**src/rtl/tl_pkg.sv**
```systemverilog
// rtl/tl_pkg.sv - phase state and lamp code definitions for the traffic-light sequencer
package tl_pkg;

  typedef enum logic [2:0] {
    S0 = 3'b000,
    S1 = 3'b001,
    S2 = 3'b010,
    S3 = 3'b011,
    S4 = 3'b100,
    S5 = 3'b101,
    S6 = 3'b110,
    S7 = 3'b111
  } tl_state_t;

  typedef enum logic [1:0] {
    GRN = 2'b00,
    YEL = 2'b01,
    LFT = 2'b10,
    RED = 2'b11
  } tl_lamp_t;

endpackage

```
**src/rtl/tl_lamp_decode.sv**
```systemverilog
// rtl/tl_lamp_decode.sv - combinational map from phase state to road A/B lamp codes
module tl_lamp_decode
  import tl_pkg::*;
(
  input  logic [2:0] q,
  output logic [1:0] la,
  output logic [1:0] lb
);

  always_comb begin
    la = GRN;
    lb = RED;
    case (tl_state_t'(q))
      S0: begin la = GRN; lb = RED; end
      S1: begin la = YEL; lb = RED; end
      S2: begin la = LFT; lb = RED; end
      S3: begin la = YEL; lb = RED; end
      S4: begin la = RED; lb = GRN; end
      S5: begin la = RED; lb = YEL; end
      S6: begin la = RED; lb = LFT; end
      S7: begin la = RED; lb = YEL; end
    endcase
  end

endmodule

```
**src/rtl/tl_phase_ctrl.sv**
```systemverilog
// rtl/tl_phase_ctrl.sv - two-road phase sequencer with dwell timer; TL_TIMER_OUT_EN adds tmr_out
module tl_phase_ctrl
  import tl_pkg::*;
#(
  parameter int TW         = 8,
  parameter int MIN_GREEN  = 5,
  parameter int MAX_GREEN  = 20,
  parameter int YELLOW_CYC = 3,
  parameter int LEFT_CYC   = 4
) (
  input  logic          clk,
  input  logic          reset_n,
  input  logic          Ta,
  input  logic          Tb,
  input  logic          left_a,
  input  logic          left_b,
  output logic [2:0]    Q,
  output logic [1:0]    La,
  output logic [1:0]    Lb,
  output logic          phase_done
`ifdef TL_TIMER_OUT_EN
  ,
  output logic [TW-1:0] tmr_out
`endif
);

  localparam logic [TW-1:0] MIN_G_LAST = TW'(MIN_GREEN - 1);
  localparam logic [TW-1:0] MAX_G_LAST = TW'(MAX_GREEN - 1);
  localparam logic [TW-1:0] YEL_LAST   = TW'(YELLOW_CYC - 1);
  localparam logic [TW-1:0] LEFT_LAST  = TW'(LEFT_CYC - 1);

  tl_state_t     state_q;
  tl_state_t     state_d;
  logic [TW-1:0] timer;
  logic          pend_a;
  logic          pend_b;
  logic          tx;
  logic          exit_g;
  logic          yel_done;
  logic          left_done;

  // Only S0 and S4 consult exit_g, so tx only needs to pick the road in green.
  always_comb begin
    tx        = (state_q == S4) ? Tb : Ta;
    exit_g    = ((timer >= MIN_G_LAST) && !tx) || (timer == MAX_G_LAST);
    yel_done  = (timer == YEL_LAST);
    left_done = (timer == LEFT_LAST);
    state_d   = state_q;
    case (state_q)
      S0: if (exit_g)    state_d = S1;
      S1: if (yel_done)  state_d = pend_a ? S2 : S4;
      S2: if (left_done) state_d = S3;
      S3: if (yel_done)  state_d = S4;
      S4: if (exit_g)    state_d = S5;
      S5: if (yel_done)  state_d = pend_b ? S6 : S0;
      S6: if (left_done) state_d = S7;
      S7: if (yel_done)  state_d = S0;
    endcase
  end

  always_ff @(posedge clk) begin
    if (!reset_n) begin
      state_q    <= S0;
      timer      <= '0;
      pend_a     <= 1'b0;
      pend_b     <= 1'b0;
      phase_done <= 1'b0;
    end else begin
      state_q    <= state_d;
      phase_done <= (state_d != state_q);
      timer      <= (state_d != state_q) ? '0 : timer + 1'b1;
      // Entering the left-turn phase serves the request, even one arriving on that edge.
      if (state_d == S2 && state_q != S2)
        pend_a <= 1'b0;
      else if (left_a && state_q != S2)
        pend_a <= 1'b1;
      if (state_d == S6 && state_q != S6)
        pend_b <= 1'b0;
      else if (left_b && state_q != S6)
        pend_b <= 1'b1;
    end
  end

  assign Q = state_q;

`ifdef TL_TIMER_OUT_EN
  assign tmr_out = timer;
`endif

  tl_lamp_decode u_lamp_decode (
    .q  (state_q),
    .la (La),
    .lb (Lb)
  );

endmodule

```
**config.mk**
```make
export PLATFORM = sky130hd
export DESIGN_NAME = tl_phase_ctrl
export DESIGN_NICKNAME = d
export VERILOG_FILES = /design/src/rtl/tl_pkg.sv /design/src/rtl/tl_lamp_decode.sv /design/src/rtl/tl_phase_ctrl.sv
export SDC_FILE = /design/constraint.sdc
export NUM_CORES = 1
export LEC_CHECK = 0
export BUFFER_PORTS_ARGS = -buffer_cell sky130_fd_sc_hd__buf_2
export CELL_PAD_IN_SITES_DETAIL_PLACEMENT = 0
export CELL_PAD_IN_SITES_GLOBAL_PLACEMENT = 2
export CORE_MARGIN = 3
export CORE_UTILIZATION = 37
export DETAILED_ROUTE_END_ITERATION = 10
export PLACE_DENSITY = 0.81
export SLEW_MARGIN = 20
export SYNTH_ARGS = -nofsm -noshare
export SYNTH_HDL_FRONTEND = slang
export SYNTH_SLANG_ARGS = --single-unit
```
**constraint.sdc**
```tcl
create_clock -name clk -period 2.95 [get_ports clk]
set_input_delay 0.59 -clock clk [delete_from_list [all_inputs] [get_ports clk]]
set_output_delay 0.59 -clock clk [all_outputs]
set_load 0.1 [all_outputs]
```
==> results of run 1 <==
==> per-stage QoR <==
step | hold slack (ns) | setup WS, ns
CTS | 0.522 | 0.839
finish | 0.529 | 0.811
detailed placement | 0.506 | 0.864
global route | 0.549 | 0.660
floorplan | 0.472 | 0.601
global placement | 0.484 | 0.948
==> how the worst max path moves through the flow <==
stage	cells after the start	end	slack, ns
2_1_floorplan	5	u_lamp_decode.lb[1]	0.60
3_3_place_gp	6	pend_a	0.95
3_5_place_dp	6	pend_b	0.86
4_1_cts	6	pend_b	0.84
5_1_grt	6	pend_b	0.66
6_report	6	pend_b	0.81
==> synthesized netlist by cell type, types with 2 or more instances <==
master	count
nor3b_2	2
nor3_1	3
or2_2	2
o21a_1	3
xnor2_1	3
xor2_1	4
nor4_1	3
mux2i_1	2
inv_1	5
ha_1	3
nor3_2	5
a31oi_1	3
and3_1	2
dfxtp_1	18
nand3b_1	2
nand2b_1	2
and4_1	2
nor2_1	3
clkbuf_1	2
nand3_1	2
nand2_1	5
and2_1	2
buf_2	2
nor2b_1	2
o21ai_0	2
==> sequential cells by signal, indices dropped and copies added (netlist names) <==
name	count
Q	3
u_lamp_decode.la	2
timer	8
u_lamp_decode.lb	2
phase_done	1
pend_a	1
pend_b	1
==> layer usage <==
layer  vias up  routed length, µm  global-route usage
met2        13                931               0.210
met1       363               1010               0.199
met3         4                 69              0.0223
met4         0                 34              0.0695
met5         -                  0                   0
li1        398                  -                   -
==> cells by family (layout without fill, tap and decap cells) <==
| logic type | Yosys count | count (layout) | synth area share |
|---|---|---|---|
| buffers and inverters | 10 | 22 | 0.0476 |
| and+or+nand+nor | 42 | 42 | 0.289 |
| muxes | 2 | 2 | 0.0200 |
| xor gates and xnor gates | 7 | 7 | 0.0613 |
| AOI/OAI and AO/OA | 20 | 20 | 0.184 |
| DFF | 18 | 18 | 0.360 |
| adders and majority gates | 3 | 3 | 0.0376 |
==> cell type report <==
class                   count  share of cell area
clock buffers               4              0.0327
inverters                   5              0.0169
multi-input cells          74               0.533
flip-flops and latches     18               0.325
well taps                  30              0.0338
repair buffers             13              0.0586
==> report_power, final <==
group | leakage (nW) | internal, mW | total [mW] | switching (mW)
combinational | 0.269 | 0.0263 | 0.0741 | 0.0478
clock | 0.0210 | 0.0753 | 0.157 | 0.0816
sequential | 0.146 | 0.252 | 0.264 | 0.0115
total | 0.436 | 0.354 | 0.495 | 0.141
==> worst max-delay path, stage by stage, from the launching register on <==
cell,delay [ns]
dfxtp_1,0.36
inv_1,0.09
ha_1,0.23
or4b_1,0.47
or2_2,0.33
a221oi_4,0.39
a31oi_1,0.15
==> impl_metrics.yaml, run 1 <==
logic_synthesis:
  synth_edf_count: 0
  synth.avg_cell_area_um2: 9.80
  synthCells: 102
  synth_area_leaders: "dfxtp_1 (36%), nor3_2 (5.0%), ha_1 (3.8%)"
  syn_nets: 111
  yosys.area.top_type: "dfxtp_1"
  synth.cell_area_um2: 1000
  yosysWarnings: 0
  async_flop_share: 0
  ys.flop_type: "dfxtp_1"
  ys_types: 43
  synth_top_area_share: 0.360
  yosysSeqAreaShare: 0.360
  ys_ff_latch: 18
cells_and_area:
  layout_commonest_cell: "dfxtp_1"
  drive_gt1_frac: 0.272
  utilization: 0.440
  stdcell_count: 144
  fill_cells: 267
  multi_input_area_um2: 592
  layout_common_cells: "dfxtp_1 (18), buf_2 (13), inv_1 (5), nand2_1 (5), nor3_2 (5)"
  stdcell_area_um2: 1110
  layout-area-overhead-vs-synth_pct: 11.0
  n_antenna_cell: 0
  regArea_um2: 360
  nNetsFinal: 124
timing:
  period_needed_ns: 2.14
  fmax_mhz: 467
  min_period_over_period: 0.725
  tightest_slew_ns: 0.487
  setup_tns_ns: 0
  max_slew_margin: 0.677
  final_max_slew_viol_count: 0
  hold_violations: 0
  finalClockSkew_ns: 0.00381
  rsz0062_at_grt: "no"
  finalSetupViolations: 0
floorplan:
  floorplan.die_area_um2: 3360
  core_um2: 2520
  io_pins: 14
  die_y_um: 58.0
  die_w_um: 58.0
  rows: 18
  start_util: 0.396
setup_path:
  cp-end-kind: "flip-flop"
  r2r-end: "pend_b"
  criticalPathCategory: "flip-flop to flip-flop"
  crit_path_start_kind: "flip-flop"
  r2r_cells: 6
  crit_path_start: "timer[0]"
  crit_fanout: 7
  rrSetupSlack_ns: 0.81
  r2r-start: "timer[0]"
  arrival_ns: 2.31
  cp_data_required_time_ns: 3.13
clocking:
  cts_resized: 0
  cts_root_buf: "clkbuf_4"
  hold_buffers: 0
  cts_buffer_depth: 2
  cts.htree.levels: 1
  clkLatencyLatePin_ns: 0.30
  cts.clk_slew.worst_paths_ns: 0.11
  cts_buffers: 3
  cts.sinks: 18
  tritoncts: "built"
  postCtsSetupBuffers: 0
hold_path:
  hold_class: "flip-flop to flip-flop"
  worst_hold_path.endpoint: "timer[0]"
  worstHoldPathCells: 1
  min-delay-start: "timer[0]"
detailed_routing:
  postRouteAntennaNets: 0
  vias: 778
  drc_errors: 0
  wire_per_inst_um: 14.2
  routed_via_density: 5.40
  first_pass_iters: 4
  routed_wl_um: 2050
  drt_iter0_drc: 23
global_route:
  grt_pass1_vias: 770
  grt_pass1_wl_um: 3640
  overflow: 0
  antenna_found_initial: 0
  track_usage: 0.142
  grt_max_degree: 12
pwr:
  ir_drop_mv: 0.193
  powerDensity_nw_per_um2: 446
  power_mw: 0.495
  p_leak_nw: 0.436
placed_design:
  io_buffers: 13
  place_inst: 140
  routabilityCongestion: 0.780
  dp_hpwl_um: 1510
  place_area_um2: 1070
status:
  status: "finished clean"
flow_run:
  cap_violations: 0
Note: power is estimated with default switching activity, not from simulation.
==> run 2, diff against run 1 <==
--- a/config.mk
+++ b/config.mk
@@ -9,9 +9,9 @@
 export CELL_PAD_IN_SITES_DETAIL_PLACEMENT = 0
 export CELL_PAD_IN_SITES_GLOBAL_PLACEMENT = 2
 export CORE_MARGIN = 3
-export CORE_UTILIZATION = 37
+export CORE_UTILIZATION = 31
 export DETAILED_ROUTE_END_ITERATION = 10
-export PLACE_DENSITY = 0.81
+export PLACE_DENSITY = 0.73
 export SLEW_MARGIN = 20
 export SYNTH_ARGS = -nofsm -noshare
 export SYNTH_HDL_FRONTEND = slang
==> constraint.sdc (replaced) <==
create_clock -name clk -period 1.85 [get_ports clk]
set_input_delay 0.37 -clock clk [delete_from_list [all_inputs] [get_ports clk]]
set_output_delay 0.37 -clock clk [all_outputs]
set_load 0.1 [all_outputs]
==> run 2 against run 1 <==
Hold slack got worse by 0.16 ns. Highest routed layer unchanged. First-iteration DRC count fell by 4.3%. Combinational power rose by 110%. Critical endpoint is now pend_a.
==> impl_metrics.yaml, run 2 (synthesis gave the netlist of run 1 again) <==
setup_path:
  cp_top_family: "simple AND/OR/NAND/NOR gates"
  slowest_stage: "or4b_4"
  cp_data_required_time_ns: 2.02
  critPathBufInv: 1
  cpPeakStageDelay_ns: 0.45
  criticalPathCategory: "flip-flop to flip-flop"
  crit_chain: "inv_2, ha_4, or4b_4, or2_4, a221oi_4, a31oi_1"
  arrival_ns: 2.01
  crit_path_start_kind: "flip-flop"
  cp-end-kind: "flip-flop"
  crit_fanout: 7
  rrSetupSlack_ns: 0.005
timing:
  period_needed_ns: 1.85
  finalSetupViolations: 0
  finalClockSkew_ns: 0.00705
  fmax_mhz: 542
  rsz0062_at_grt: "yes"
  min_period_over_period: 0.997
  tightest_slew_ns: 0.487
  final_max_slew_viol_count: 0
  max_slew_margin: 0.677
  holdWs_ns: 0.365
  hold_violations: 0
cells_and_area:
  largest_reg_flops: 8
  utilization: 0.428
  layout-area-overhead-vs-synth_pct: 24.0
  fill_cells: 312
  stdcell_count: 167
  n_antenna_cell: 0
  regMostFlops: "timer"
  drive_gt1_frac: 0.392
  stdcell_area_um2: 1240
  nNetsFinal: 135
  layout_common_cells: "buf_2 (13), dfxtp_1 (13), buf_4 (10)"
clocking:
  cts.clk_slew.worst_paths_ns: 0.11
  cts_root_buf: "clkbuf_4"
  cts_resized: 0
  cts.htree.levels: 1
  cts.sinks: 18
  clkLatencyLatePin_ns: 0.29
  tritoncts: "built"
  cts_buffer_depth: 2
  hold_buffers: 0
  cts_buffers: 3
detailed_routing:
  vias: 794
  postRouteAntennaNets: 0
  drt_iter0_drc: 22
  routed_wl_um: 2110
  first_pass_iters: 4
  wire_per_inst_um: 12.6
  routed_via_density: 4.75
  drc_errors: 0
pwr:
  p_leak_nw: 0.496
  ir_drop_mv: 0.375
  powerDensity_nw_per_um2: 617
  power_mw: 0.765
placed_design:
  routabilityCongestion: 0.744
  place_area_um2: 1210
  io_buffers: 13
  dp_hpwl_um: 1610
  place_inst: 162
global_route:
  grt_max_degree: 12
  track_usage: 0.115
  grt_pass1_wl_um: 3720
  grt_pass1_vias: 788
  overflow: 0
  antenna_found_initial: 0
floorplan:
  rows: 19
  start_util: 0.345
  floorplan.die_area_um2: 3940
  die_y_um: 62.8
  core_um2: 2900
  die_w_um: 62.8
  io_pins: 14
status:
  status: "finished clean"
hold_path:
  hold_class: "input pin to flip-flop"
flow_run:
  cap_violations: 0
## run 2: changes by cell type in the layout (fill, tap and decap cells not counted), moves of 2 or more
cell,previous run,this run
dfxtp_4,0,2
buf_4,0,10
dfxtp_2,0,3
dfxtp_1,18,13
## run 2: metrics by stage
step | setup slack (ns) | TNS [ns]
floorplan | 0.00207 | 0
global placement | -0.00997 | -0.0173
detailed placement | -0.0307 | -0.0881
CTS | 0.00542 | 0
global route | -0.0730 | -0.300
finish | 0.00475 | 0
## run 2: power by group
group	internal (mW)	switching [mW]
Clock	0.0783	0.120
Sequential	0.402	0.0139
Combinational	0.0648	0.0867
Total	0.545	0.220
## run 2: per-layer routing
layer,GRT usage,vias to the layer above,part of all wire
met5,0,-,0
met4,0.0413,0,0.010
met3,0.0216,2,0.031
met2,0.170,13,0.43
met1,0.165,365,0.53
li1,-,414,-
## run 2: layout make-up
| type | count | area [µm²] | share of cell area |
|---|---|---|---|
| flip-flops and latches | 18 | 372 | 0.300 |
| clock buffers | 3 | 22.5 | 0.0182 |
| repair buffers | 24 | 160 | 0.129 |
| well taps | 42 | 52.6 | 0.0424 |
| multi-input cells | 74 | 611 | 0.492 |
| clock inverters | 1 | 3.75 | 0.00303 |
| inverters | 5 | 18.8 | 0.0151 |
## run 2: final timing paths
| path | end | start | depth (start not counted) |
|---|---|---|---|
| worst min register to register | timer[0] | timer[0] | 2 |
| worst max-delay path | pend_a | timer[0] | 6 |
| worst max register to register | pend_a | timer[0] | 6 |
| worst min-delay path | phase_done | reset_n | 2 |
## run 2: what timing repair did
item                                    4_1_cts  5_1_grt
endpoints found under the setup margin        4        6
pin swaps                                     4        1
buffers inserted                              1        0
endpoints found under the hold margin         0        0
==> run 3, diff against run 2 <==
--- a/config.mk
+++ b/config.mk
@@ -9,9 +9,9 @@
 export CELL_PAD_IN_SITES_DETAIL_PLACEMENT = 0
 export CELL_PAD_IN_SITES_GLOBAL_PLACEMENT = 2
 export CORE_MARGIN = 3
-export CORE_UTILIZATION = 31
+export CORE_UTILIZATION = 34
 export DETAILED_ROUTE_END_ITERATION = 10
-export PLACE_DENSITY = 0.73
+export PLACE_DENSITY = 0.75
 export SLEW_MARGIN = 20
 export SYNTH_ARGS = -nofsm -noshare
 export SYNTH_HDL_FRONTEND = slang
==> constraint.sdc (replaced) <==
create_clock -name clk -period 1.9 [get_ports clk]
set_input_delay 0.38 -clock clk [delete_from_list [all_inputs] [get_ports clk]]
set_output_delay 0.38 -clock clk [all_outputs]
set_load 0.01 [all_outputs]
==> run 3 against run 2 <==
First-iteration DRC count fell by 14%. Critical path type unchanged. Clock-buffer cell count is 1 higher. Non-clock buffer count grew 8. Critical path depth rose by 1. Utilization grew 3.9 points. The run now ends with setup timing left. Total power grew 4.0%. Global-route usage up 2.7 points. Combinational power barely moved. Cell count shrank 1.8%. Register-to-register slack lost 0.04 ns. Cell area increased by 4.6%.
==> impl_metrics.yaml, run 3 (synthesis gave the netlist of run 1 again) <==
timing:
  min_period_over_period: 1.02
  max_slew_margin: 0.642
  holdWs_ns: 0.369
  hold_violations: 0
  rsz0062_at_grt: "yes"
  tightest_slew_ns: 0.535
  finalClockSkew_ns: 0.00307
  fmax_mhz: 518
  finalSetupViolations: 4
  setup_ws_ns: -0.0311
  period_needed_ns: 1.93
  final_max_slew_viol_count: 0
floorplan:
  io_pins: 14
  die_w_um: 60.2
  die_y_um: 60.2
  start_util: 0.359
  floorplan.die_area_um2: 3630
  rows: 19
  core_um2: 2780
setup_path:
  criticalPathCategory: "flip-flop to flip-flop"
  cp_top_family: "simple AND/OR/NAND/NOR gates"
  crit_chain: "inv_2, ha_4, or4b_4, or2_4, a221oi_4, buf_6, a31oi_4"
  crit_fanout: 2
  cpPeakStageDelay_ns: 0.45
  critPathBufInv: 2
  arrival_ns: 2.10
  rrSetupSlack_ns: -0.03
  r2r-end: "pend_b"
  slowest_stage: "or4b_4"
  cp_data_required_time_ns: 2.06
  r2r-start: "timer[0]"
  cp-end-kind: "flip-flop"
  r2r_cells: 7
  crit_path_start_kind: "flip-flop"
global_route:
  antenna_found_initial: 0
  grt_pass1_wl_um: 3820
  grt_max_degree: 11
  grt_pass1_vias: 787
  track_usage: 0.142
  overflow: 0
detailed_routing:
  routed_via_density: 5.32
  routed_wl_um: 2290
  vias: 872
  first_pass_iters: 4
  drc_errors: 0
  drt_iter0_drc: 19
  postRouteAntennaNets: 0
  wire_per_inst_um: 14.0
pwr:
  power_mw: 0.796
  powerDensity_nw_per_um2: 614
  p_leak_nw: 0.540
  ir_drop_mv: 0.470
clocking:
  cts.htree.levels: 1
  cts_root_buf: "clkbuf_4"
  cts_buffers: 3
  cts_buffer_depth: 2
  clkLatencyLatePin_ns: 0.30
  cts.sinks: 18
  tritoncts: "built"
  cts.clk_slew.worst_paths_ns: 0.11
cells_and_area:
  nNetsFinal: 143
  regMostFlops: "timer"
  layout-area-overhead-vs-synth_pct: 29.8
  stdcell_area_um2: 1300
  n_antenna_cell: 0
  drive_gt1_frac: 0.421
  utilization: 0.466
  largest_reg_flops: 8
  layout_common_cells: "buf_4 (17), dfxtp_1 (16), buf_2 (13)"
  layout_commonest_cell: "buf_4"
placed_design:
  io_buffers: 13
  dp_hpwl_um: 1710
  place_area_um2: 1180
  place_ws_ns: -0.0715
  routabilityCongestion: 0.776
hold_path:
  min-delay-start: "reset_n"
  worstHoldPathCells: 2
  worst_hold_path.endpoint: "phase_done"
  hold_class: "input pin to flip-flop"
status:
  violations: "setup timing"
  status: "finished with violations"
flow_run:
  cap_violations: 0
## run 3: changes by cell type in the layout (fill, tap and decap cells not counted)
cell	delta
buf_12	-1
dfxtp_1	+3
buf_6	+2
clkinv_1	-1
clkbuf_8	+1
a31oi_1	-1
dfxtp_4	-2
a31oi_4	+1
dfxtp_2	-1
buf_4	+7
## run 3: how the worst max path moves through the flow
| stage | to | slack (ns) | start | depth (start not counted) |
|---|---|---|---|---|
| 4_1_cts | u_lamp_decode.la[1] | -0.01 | timer[0] | 7 |
| 5_1_grt | pend_b | -0.08 | timer[0] | 7 |
| 6_report | pend_b | -0.03 | timer[0] | 7 |
| 2_1_floorplan | pend_a | 0.04 | timer[0] | 6 |
| 3_5_place_dp | pend_b | -0.07 | timer[0] | 6 |
| 3_3_place_gp | pend_b | -0.006 | timer[0] | 6 |
## run 3: power breakdown
part / internal, mW / switching [mW] / leakage (nW)
Sequential: 0.393 / 0.0105 / 0.147
Clock: 0.117 / 0.125 / 0.0210
Combinational: 0.0800 / 0.0705 / 0.372
## run 3: worst reg2reg max path, stage by stage (launching register included)
cell and delay, ns:
dfxtp_2 0.34, inv_2 0.06, ha_4 0.12, or4b_4 0.45, or2_4 0.28, a221oi_4 0.31
buf_6 0.16, a31oi_4 0.08
## run 3: area by class of cell
class / count / area (µm²)
repair buffers: 32 / 215
flip-flops and latches: 18 / 363
clock buffers: 4 / 36.3
inverters: 5 / 18.8
multi-input cells: 74 / 626
fillers: 291 / 1480
well taps: 31 / 38.8
## run 3: layer usage
metal  global-route usage  wire length, µm  vias up  share of wire
li1                     -                -      437              -
met1                0.204             1110      420           0.48
met2                0.204             1070       11           0.46
met3               0.0216               68        4          0.030
met4               0.0665               48        0          0.021
met5                    0                0        -              0
## run 3: timing repair
item,4_1_cts,5_1_grt
endpoints found under the setup margin,6,7
hold buffers,0,0
setup buffers,2,3
gates resized for setup,0,9
pin swaps,1,4
## run 3: through the flow
step | instances | TNS (ns)
2_1_floorplan | 102 | 0
3_3_place_gp | 155 | -0.0109
3_5_place_dp | 155 | -0.243
4_1_cts | 161 | -0.0128
5_1_grt | 164 | -0.339
6_report | 164 | -0.0550
